## src/rtl/mips_pkg.sv

```systemverilog
// Shared MIPS execute-stage definitions.
// Mul/div op encodings, FSM state codes and operand helpers.
package mips_pkg;

  localparam logic [2:0] MD_MULT  = 3'd0;
  localparam logic [2:0] MD_MULTU = 3'd1;
  localparam logic [2:0] MD_DIV   = 3'd2;
  localparam logic [2:0] MD_DIVU  = 3'd3;
  localparam logic [2:0] MD_MTHI  = 3'd4;
  localparam logic [2:0] MD_MTLO  = 3'd5;

  localparam logic [1:0] MD_IDLE = 2'd0;
  localparam logic [1:0] MD_RUN  = 2'd1;
  localparam logic [1:0] MD_FIX  = 2'd2;

  function automatic logic [31:0] mag(
    input logic [31:0] v,
    input logic        sgn
  );
    return (sgn && v[31]) ? -v : v;
  endfunction

endpackage

```

## src/rtl/muldiv_step.sv

```systemverilog
// One iteration of shift-add multiply or restoring divide.
// acc holds {partial, multiplier} or {remainder, dividend/quotient}.
module muldiv_step (
  input  logic        is_div,
  input  logic [63:0] acc,
  input  logic [31:0] opb,
  output logic [63:0] acc_next
);

  logic [32:0] sum;
  logic [32:0] r33;
  logic [31:0] rsub;
  logic        ge;

  always_comb begin
    sum  = {1'b0, acc[63:32]} + {1'b0, opb};
    r33  = acc[63:31];
    // true difference fits in 32 bits whenever ge is set
    rsub = r33[31:0] - opb;
    ge   = r33 >= {1'b0, opb};
    acc_next = acc;
    if (is_div) begin
      if (ge) acc_next = {rsub, acc[30:0], 1'b1};
      else    acc_next = {r33[31:0], acc[30:0], 1'b0};
    end else if (acc[0]) begin
      acc_next = {sum, acc[31:1]};
    end else begin
      acc_next = {1'b0, acc[63:1]};
    end
  end

endmodule

```

## src/rtl/muldiv_unit.sv

```systemverilog
// Iterative 32-bit MULT/MULTU/DIV/DIVU unit with HI/LO registers.
// 32 RUN cycles plus one FIX cycle for sign correction.
module muldiv_unit
  import mips_pkg::*;
(
  input  logic        clk,
  input  logic        rst_n,
  input  logic        start,
  input  logic [2:0]  op,
  input  logic [31:0] in0,
  input  logic [31:0] in1,
  input  logic        flush,
  output logic        busy,
  output logic        done,
  output logic [31:0] hi,
  output logic [31:0] lo
);

  logic [1:0]  state;
  logic [4:0]  cnt;
  logic [63:0] acc;
  logic [63:0] acc_next;
  logic [31:0] opb;
  logic [31:0] raw0;
  logic        is_div;
  logic        neg_res;
  logic        neg_rem;
  logic        div0;

  logic        is_md;
  logic        sgn;
  logic        a_neg;
  logic        b_neg;
  logic [63:0] prod;
  logic [31:0] quo;
  logic [31:0] rem;

  muldiv_step u_step (
    .is_div   (is_div),
    .acc      (acc),
    .opb      (opb),
    .acc_next (acc_next)
  );

  always_comb begin
    is_md = !op[2];
    sgn   = (op == MD_MULT) || (op == MD_DIV);
    a_neg = sgn && in0[31];
    b_neg = sgn && in1[31];
    prod  = neg_res ? -acc : acc;
    quo   = neg_res ? -acc[31:0] : acc[31:0];
    rem   = neg_rem ? -acc[63:32] : acc[63:32];
  end

  always_ff @(posedge clk or negedge rst_n) begin
    if (!rst_n) begin
      state   <= MD_IDLE;
      cnt     <= 5'd0;
      acc     <= 64'd0;
      opb     <= 32'd0;
      raw0    <= 32'd0;
      is_div  <= 1'b0;
      neg_res <= 1'b0;
      neg_rem <= 1'b0;
      div0    <= 1'b0;
      busy    <= 1'b0;
      done    <= 1'b0;
      hi      <= 32'd0;
      lo      <= 32'd0;
    end else begin
      done <= 1'b0;
      unique case (state)
        MD_IDLE: begin
          if (start && !flush) begin
            unique case (1'b1)
              is_md: begin
                is_div  <= op[1];
                neg_res <= a_neg ^ b_neg;
                neg_rem <= a_neg;
                div0    <= op[1] && (in1 == 32'd0);
                raw0    <= in0;
                cnt     <= 5'd0;
                busy    <= 1'b1;
                state   <= MD_RUN;
                if (op[1]) begin
                  acc <= {32'd0, mag(in0, sgn)};
                  opb <= mag(in1, sgn);
                end else begin
                  acc <= {32'd0, mag(in1, sgn)};
                  opb <= mag(in0, sgn);
                end
              end
              (op == MD_MTHI): hi <= in0;
              (op == MD_MTLO): lo <= in0;
              default: ;
            endcase
          end
        end
        MD_RUN: begin
          if (flush) begin
            state <= MD_IDLE;
            busy  <= 1'b0;
          end else begin
            acc <= acc_next;
            cnt <= cnt + 5'd1;
            if (cnt == 5'd31) state <= MD_FIX;
          end
        end
        MD_FIX: begin
          state <= MD_IDLE;
          busy  <= 1'b0;
          if (!flush) begin
            done <= 1'b1;
            if (!is_div) begin
              hi <= prod[63:32];
              lo <= prod[31:0];
            end else if (div0) begin
              hi <= raw0;
              lo <= 32'hFFFF_FFFF;
            end else begin
              hi <= rem;
              lo <= quo;
            end
          end
        end
        default: begin
          state <= MD_IDLE;
          busy  <= 1'b0;
        end
      endcase
    end
  end

endmodule

```

## config.mk

```make
export PLATFORM = sky130hd
export DESIGN_NAME = muldiv_unit
export DESIGN_NICKNAME = d
export VERILOG_FILES = /design/src/rtl/mips_pkg.sv /design/src/rtl/muldiv_step.sv /design/src/rtl/muldiv_unit.sv
export SDC_FILE = /design/constraint.sdc
export NUM_CORES = 1
export LEC_CHECK = 0
export ABC_AREA = 0
export CAP_MARGIN = 20
export CORE_MARGIN = 4
export CORE_UTILIZATION = 55
export DETAILED_ROUTE_END_ITERATION = 10
export PLACE_DENSITY = 0.76
export SYNTH_ARGS = -nofsm -noshare
export SYNTH_HDL_FRONTEND = slang
export SYNTH_SLANG_ARGS = --single-unit
```

## constraint.sdc

```tcl
create_clock -name clk -period 5.1 [get_ports clk]
set_clock_uncertainty 0.2 [all_clocks]
set_input_delay 1.02 -clock clk [delete_from_list [all_inputs] [get_ports clk]]
set_output_delay 1.02 -clock clk [all_outputs]
set_load 0.005 [all_outputs]
```

; ---- Word-level counts from Yosys, hierarchy flattened
; Index checks and enable logic that the tools add are counted.
[word_totals]
regBits = 205
inputBits = 71
output_inout_bits = 66
wordCells = 96
[classes]
add_sub_neg = 8
order_cmp = 1
eq_ne = 14
mux = 41
bitwise = 2
n_reduce_logical = 17
[op_table]
columns = op, count
row1 = 32-bit two-way mux, 16
row2 = 64-bit two-way mux, 7
row3 = 32-bit negator, 4
row4 = 32-bit one-hot mux with 2 select lines, 2
row5 = 64-bit one-hot mux with 2 select lines, 1
row6 = 64-bit negator, 1
row7 = 32-bit by 32-bit adder with 33-bit output, 1
row8 = 33-bit by 32-bit >= comparator with 1-bit output, 1
row9 = 32-bit logical NOT, 1
row10 = 32-bit subtractor, 1
row11 = 5-bit two-way mux, 3
row12 = 2-bit inequality test (second input constant), 7
row13 = 4-bit AND reduction, 3
row14 = 5-bit one-hot mux with 2 select lines, 1
row15 = 3-bit AND reduction, 3
row16 = 2-bit two-way mux, 4
row17 = 3-bit equality test (second input constant), 2
row18 = 5-bit by 1-bit adder with 5-bit output (second input constant), 1
row19 = 5-bit equality test (second input constant), 1
row20 = 1-bit two-way mux, 5
row21 = 1-bit logical AND, 4
row22 = 2-bit one-hot mux with 2 select lines, 1
row23 = 2-bit nonzero test, 2
row24 = 3-bit by 2-bit equality test with 1-bit output (second input constant), 1
row25 = other kinds (10), 10

; ---- Depth between registers and ports, before layout
; Gate-level depths: netlist of run 1.
[depth]
word_depth = 8
mapped_depth = 14
mapped_depth_nobuf = 13

; ---- Cells and area by module
; From an unflattened synthesis of run 1, not the netlist that was laid out.
[unflattened]
cells_unflattened = 2369
area_unflattened_um2 = 18089.8
[by_module_without_submodules]
columns = module, instances, cells_each, area_each_um2, seq_area_each_um2
row1 = muldiv_unit, 1, 1636, 13196.4, 5129.9
row2 = muldiv_step, 1, 733, 4893.4, 0.0

; ---- Worst setup path before layout of run 1
; No wires, ideal clock.
[synth_path]
kind = input-to-reg
start = input port in0[3]
end = register acc[24]
setup_time_ns = 0.126
arrival_time_ns = 3.339
required_time_ns = 4.774
slack_ns = 1.435
path_stages = 9
n_path_buf = 1
cell_sequence = clkbuf_1 -> or4_1 -> nor4_1 -> nand3b_1 -> nor4_1 -> a21oi_1 -> xnor2_1 -> a311oi_1 -> nor2_1
[synth_via]
elab_chain_len = 6
[synth_rtl]
columns = element, line_no
row1 = "start, declared", muldiv_unit.sv:10  ; input logic [31:0] in0,
row2 = 32-bit negator, mips_pkg.sv:20  ; return (sgn && v[31]) ? -v : v;
row3 = 32-bit two-way mux, mips_pkg.sv:20
row4 = 32-bit two-way mux, muldiv_unit.sv:85  ; if (op[1]) begin
row5 = 64-bit two-way mux, muldiv_unit.sv:75  ; unique case (1'b1)
row6 = 64-bit two-way mux, muldiv_unit.sv:74  ; if (start && !flush) begin
row7 = 64-bit one-hot mux with 2 select lines, muldiv_unit.sv:72  ; unique case (state)
row8 = "end signal, assigned", muldiv_unit.sv:86  ; acc <= {32'd0, mag(in0, sgn)};
row9 = "end signal, assigned", muldiv_unit.sv:89  ; acc <= {32'd0, mag(in1, sgn)};
row10 = "end signal, assigned", muldiv_unit.sv:104  ; acc <= acc_next;
row11 = "end, declared", muldiv_unit.sv:21  ; logic [63:0] acc;
; Every way passes these cells. The select of a mux whose other input is x is not followed.
; A chain may end at the register's enable or synchronous reset.

; ---- Worst setup path in the final report of run 1
[layout_path]
start = register acc[39]
end = register acc[50]
[layout_via]
elab_chain_len = 5
elab_cells_between_ends = 8
classes_between = add/sub (2) / order compare (1) / mux (5)
[layout_rtl]
columns = element, line_no
row1 = "32-bit by 32-bit adder with 33-bit output, or another cell as far along", muldiv_step.sv:16  ; sum = {1'b0, acc[63:32]} + {1'b0, opb};
row2 = "64-bit two-way mux, on equally long branches", "muldiv_step.sv:25, muldiv_step.sv:23"
row3 = 64-bit two-way mux (*), muldiv_step.sv:22  ; if (is_div) begin
row4 = 64-bit two-way mux (*), muldiv_unit.sv:100  ; if (flush) begin
row5 = 64-bit one-hot mux with 2 select lines (*), muldiv_unit.sv:72
; Mark *: on every way between the ends. The rest lies on a longest branch, timed or not. The select of a mux whose other input is x is not followed.

==> metrics.txt, run 1 <==
result of the run=finished clean; Initial Util=0.558; share of cells above drive strength 1=0.0687; syn_area_per_cell=7.60 µm²; largest net degree at the start of global routing=about 100; Via density=6.63; setup-violating endpoint count in the final report=0; Setup crit end kind=register; Hold Vio Cnt, Final=0; top post-synthesis cells by area=dfrtp_1 29%, nand2_1 7.2%, o21ai_0 6.7%; standby leakage power=between 8 and 9 nW; area grow syn2layout=14.7%; number of remaining DRC errors=0; WL per Instance=around 24 µm; CTS Buf Count=25; max-cap violations=0; count leader, synth=nand2_1; Synth area leader=dfrtp_1; post-route minimum period=around 4.3 ns; CP Class=reg -> reg; Tightest Pin Transition=around 1.2 ns; top-area cell type share of the netlist area=0.291; Seq/Total Area, Yosys=0.291; P per Cell Area=494 nW/µm²; Post-Route WL=between 60000 and 70000 µm; top_reg_cell synth=dfrtp_1; Max Slew Vio Count=0; Worst path slowest cell=o21ai_2; die width=between 150 and 200 µm; Crit path required time=5.32 ns; post-synthesis register bit count=205; pre-CTS setup slack=~0.55 ns; VDD IR-drop max=~300 µV; Synth Instances=between 2000 and 2500; arrival time worst endpoint=~4.5 ns; fill count=~2800; Cell variety after synth=between 70 and 80; Post-synth top cells=339 x nand2_1, 235 x o21ai_0, 205 x dfrtp_1; clock buffer depth=3; Post-DP HPWL=about 50000 µm; first-pass GRT wire length=103000 µm; die area=~35000 µm²; Min-Delay Path Class=reg -> reg; core box area=around 32000 µm²; H-Tree Depth=1; Worst slew margin=0.210; 1st-iter DRT viols=between 1500 and 2000; I/O pin cnt=137; cts-stage hold buffer count=0; Resize count post-CTS=0; post-route ant nets=0; FFs w/ async S/R, synth=1.00; max frequency=0.235 GHz; total negative slack=0 ns; vias in the first global route=~17000; root buffer cell=clkbuf_16; Critical Path Fanout Max=18; I/O Buffers=136; Mapped Area=between 15000 and 20000 µm²; Post-CTS Setup Inserts=0; Total Routing Usage GR=0.369; final instance area=between 20000 and 25000 µm²; TritonCTS clock tree=yes; Final Cycle Share=0.835; slowest stage delay, CP=between 0.8 and 0.9 ns; Post-DP Area=around 19000 µm²; hold slack=around 0.27 ns; clock sinks=205; RSZ-0062 raised after global routing=no; initial antenna violation count=4; Die Ht=187 µm; syn nets=roughly 2500; CP cell instances=ha_1, nand4_1, nor3_1, o31ai_1, nand2_1, a21oi_1, buf_4, o21ai_2, buf_4, mux2i_1, a21oi_1, a22o_1; DR vias=18500; GP Congestion=about 1.0; synth warn=0; CP Launch Type=register; drt first pass iters=6; EDFF count, synth=0; row cnt=65; CTS clk-pin slew, worst paths=about 0.060 ns; worst skew pair latency=~0.55 ns; fin nets=roughly 2500; Congestion Overflow GR=0; Final WS setup=roughly 0.84 ns
==> state kept, by name, indices dropped and copies added (netlist names) <==
name	count
acc	64
busy	1
cnt	5
div0	1
done	1
hi	32
is_div	1
lo	32
neg_rem	1
neg_res	1
opb	32
raw0	32
state	2
==> critical path, delay by kind of cell, from the launching register on <==
| family | cells | cell delay (ns) |
|---|---|---|
| DFF | 1 | 0.58 |
| adders and majority gates | 1 | 0.49 |
| AOI/OAI and AO/OA | 5 | 1.52 |
| muxes | 1 | 0.19 |
| and+or+nand+nor | 3 | 0.59 |
| buffers and inverters | 2 | 0.55 |
==> per-stage QoR <==
step                instances   util  total power, W
finish                   2793  0.640         0.00997
CTS                      2789  0.639         0.00980
global route             2790  0.640          0.0106
global placement         2743  0.613         0.00786
detailed placement       2745  0.613         0.00796
floorplan                2316      -         0.00622
==> cell families (layout without fill, tap and decap cells) <==
| logic type | count (synthesis) | in the layout | share of synthesized area |
|---|---|---|---|
| mux | 92 | 92 | 0.0531 |
| fa+ha+maj | 72 | 72 | 0.0520 |
| buf+inv | 251 | 323 | 0.0548 |
| simple gates | 796 | 796 | 0.208 |
| xor+xnor | 189 | 189 | 0.0940 |
| flops | 205 | 205 | 0.291 |
| other cells | 0 | 3 | 0 |
| compound gates | 711 | 711 | 0.246 |
==> worst paths after layout <==
kind,slack [ns],cells past startpoint,from,end
max,0.84,12,acc[39],acc[50]
max reg2reg,0.84,12,acc[39],acc[50]
min reg2reg,0.27,2,raw0[30],raw0[30]
max in group asynchronous,3.22,2,rst_n,raw0[23]
min,0.27,2,raw0[30],raw0[30]
min in group asynchronous,0.35,1,rst_n,acc[47]
==> power by group <==
| part | switching [W] | leakage [nW] | internal, W |
|---|---|---|---|
| Sequential | 0.000628 | 2.56 | 0.00201 |
| Combinational | 0.00319 | 5.57 | 0.00233 |
| Clock | 0.000746 | 0.403 | 0.00107 |
==> layer usage <==
| metal | GRT usage | wire [µm] | vias to the layer above |
|---|---|---|---|
| met5 | 0 | 27 | - |
| li1 | - | - | 8392 |
| met2 | 0.565 | 28800 | 1093 |
| met4 | 0.180 | 4290 | 4 |
| met3 | 0.0711 | 6820 | 222 |
| met1 | 0.503 | 27000 | 8819 |
==> cells in the final DEF (no fill, tap or decap), types with 8 or more instances in the layout <==
cell,count
nand2_1,338
nand2b_1,24
a221oi_1,10
inv_1,69
dfrtp_1,203
ha_1,70
nor4_1,18
xor2_1,69
nand4_1,12
a31oi_1,32
or4_1,15
nor2b_1,18
clkdlybuf4s50_1,134
and2_1,10
o22ai_1,36
nor2_1,163
or3_1,18
xnor2_1,120
mux2i_1,81
a21oi_1,178
o211ai_1,28
buf_4,69
nand3_1,61
a211oi_1,31
o21a_1,9
o41ai_1,13
a21o_1,27
or2_2,12
o31ai_1,26
mux2_2,11
o22a_1,8
clkbuf_16,25
nor3_1,59
a22o_1,9
o21ai_0,234
and3_1,14
==> area by class of cell <==
cell class                 instances  area [µm²]  area share
tap                              402         503      0.0249
antenna                            3        7.51    0.000372
clock inverter                     8        93.8     0.00464
timing repair buffer             208        1930      0.0956
sequential                       205        5130       0.254
inverter                          71         267      0.0132
multi-input combinational       1860       11500       0.572
clock buffer                      36         717      0.0355
Note: power is estimated with default switching activity, not from simulation.
==> run 2: changes to the inputs <==
Clock period 5.1 ns to 4.4 ns, I/O delays scaled along.
==> run 2 against run 1 <==
Effect of this change: core utilization increased by 1.0 points; power up 19%; setup slack worse by 0.43 ns; sequential share of layout area shrank 0.40 points; first-iteration DRC count is 11% higher; largest cell class unchanged; highest routed layer is now met4; wire length is 4.4% higher.
==> metrics.txt, run 2 (same netlist as run 1, synthesis figures left out) <==
sequential cell area=5130 µm² (unchanged); GRT met3 Usage=0.0810 (+0.00989); Hold Vio Cnt, Final=0 (unchanged); most common cell after layout, fill and taps aside=nand2_1; Setup crit end kind=register; DR vias=18600 (+0.55%); TritonCTS clock tree=yes; max frequency=0.251 GHz (+6.7%); Combinational Power Share=0.574 (+0.021); Via density=6.59 (-0.62%); Initial Util=0.558 (unchanged); Tightest Pin Transition=1.11 ns (-0.0703 ns); drt first pass iters=6 (unchanged); CP Launch Type=register; flop-to-flop setup slack=0.41 ns (-0.43 ns); Critical Path Fanout Max=4 (-14); H-Tree Depth=1 (unchanged); share of cells above drive strength 1=0.0834 (+0.0147); NetSw=0.00544 W (+19%); Top reg by flops=acc; post-route ant nets=0 (unchanged); Final WS setup=0.410 ns (-0.432 ns); CP Class=reg -> reg; RSZ-0062 raised after global routing=no; VDD IR-drop max=357 µV (+21%); footprint of the multi-input gates=11500 µm² (unchanged); Die Ht=187 µm (unchanged); Net Sw Frac=0.458 (+0.000840); die area=34900 µm² (unchanged); arrival time worst endpoint=4.23 ns (-0.25 ns); worst skew pair latency=0.56 ns (about the same); I/O pin cnt=137 (unchanged); Post-Route WL=69900 µm (+4.4%); total negative slack=0 ns (unchanged); Crit path required time=4.64 ns (-0.68 ns); Congestion Overflow GR=0 (unchanged); Reg power frac=0.244 (-0.020); P per Cell Area=578 nW/µm² (+17%); die width=187 µm (unchanged); max FFs per register=64 (unchanged); CTS clk-pin slew, worst paths=0.07 ns (about the same); highest-count cells in the layout ignoring fill and taps=338 x nand2_1, 234 x o21ai_0, 203 x dfrtp_1, 178 x a21oi_1, 163 x nor2_1; first-pass GRT wire length=106000 µm (+3.4%); fill count=2757 (-0.43%); CTS Buf Count=25 (unchanged); max-cap violations=0 (unchanged); root buffer cell=clkbuf_16; setup-violating endpoint count in the final report=0 (unchanged); pre-CTS setup slack=0.343 ns (-0.212 ns); Clock power frac=0.181 (about the same); Worst slew margin=0.257 (+0.0470); 1st-iter DRT viols=2206 (+11%); cts-stage hold buffer count=0 (unchanged); fin nets=2551 (+1.5%); global routing usage on met2=0.598 (+0.0330); GP Congestion=1.04 (about the same); clock sinks=205 (unchanged); standby leakage power=8.71 nW (+2.2%); Resize count post-CTS=0 (unchanged); number of remaining DRC errors=0 (unchanged); initial antenna violation count=0 (-4); core box area=31600 µm² (unchanged); Max Slew Vio Count=0 (unchanged); area grow syn2layout=16.6%; I/O Buffers=136 (unchanged); Post-DP HPWL=51600 µm (+4.2%); GRT met1 Usage=0.512 (+0.00878); Min-Delay Path Class=in -> async; result of the run=finished clean; post-route minimum period=3.99 ns (-0.268 ns); Final Cycle Share=0.907 (+0.0720); Total Routing Usage GR=0.385 (+0.0158); WL per Instance=24.7 µm (+3.2%); GRT busiest layer=met2; vias in the first global route=17800 (+3.4%); Post-CTS Setup Inserts=0 (unchanged); Internal=0.00643 W (+19%); largest net degree at the start of global routing=101 (unchanged); clock buffer depth=3 (unchanged); row cnt=65 (unchanged)
==> run 2: power by group through the flow <==
stage / logic [W] / registers (W) / clock network [W]
global placement: 0.00655 / 0.00289 / 0
CTS: 0.00666 / 0.00288 / 0.00217
finish: 0.00682 / 0.00290 / 0.00215
floorplan: 0.00455 / 0.00267 / 0
global route: 0.00739 / 0.00294 / 0.00225
detailed placement: 0.00662 / 0.00290 / 0
==> run 2: through the flow <==
| stage | utilization | instance area (µm²) | hold WS, ns | total power, W | instances |
|---|---|---|---|---|---|
| global placement | 0.624 | 19700 | 0.259 | 0.00944 | 2783 |
| floorplan | - | 17600 | 0.245 | 0.00721 | 2316 |
| detailed placement | 0.624 | 19700 | 0.263 | 0.00953 | 2783 |
| finish | 0.651 | 20500 | 0.0331 | 0.0119 | 2826 |
| CTS | 0.651 | 20500 | 0.0272 | 0.0117 | 2825 |
| global route | 0.651 | 20500 | 0.0451 | 0.0126 | 2825 |
==> run 2: final timing paths <==
check                          end  cells past startpoint    start
setup reg to reg           acc[52]                     14  acc[31]
max in group asynchronous    lo[7]                      2    rst_n
setup / recovery           acc[52]                     14  acc[31]
hold / removal             acc[52]                      1    rst_n
hold reg to reg            raw0[5]                      2  raw0[5]
min in group clk           raw0[5]                      2  raw0[5]
==> run 2: area by class of cell <==
cell class / instances / area share
Timing Repair Buffer: 245 / 0.109
Inverter: 71 / 0.0130
Sequential cell: 205 / 0.250
Clock inverter: 10 / 0.00683
Clock buffer: 32 / 0.0337
Tap cell: 402 / 0.0245
Antenna cell: 1 / 0.000122
Multi-Input combinational cell: 1860 / 0.563
==> run 2: routing by layer <==
metal  wire length (µm)  share of wire
met5                  0              0
met3               7430           0.11
met4               4240          0.061
met1              27600           0.39
met2              30700           0.44
==> run 2: critical path, stage by stage (launching register included) <==
cell and delay, ns:
dfrtp_1 0.45, inv_1 0.11, ha_1 0.17, inv_1 0.06
fa_1 0.41, a211oi_1 0.32, nor3_1 0.13, o31ai_1 0.26
buf_4 0.17, or3b_2 0.49, a31o_2 0.28, o21ai_0 0.30
mux2_2 0.38, nand3_1 0.08, a31oi_1 0.08
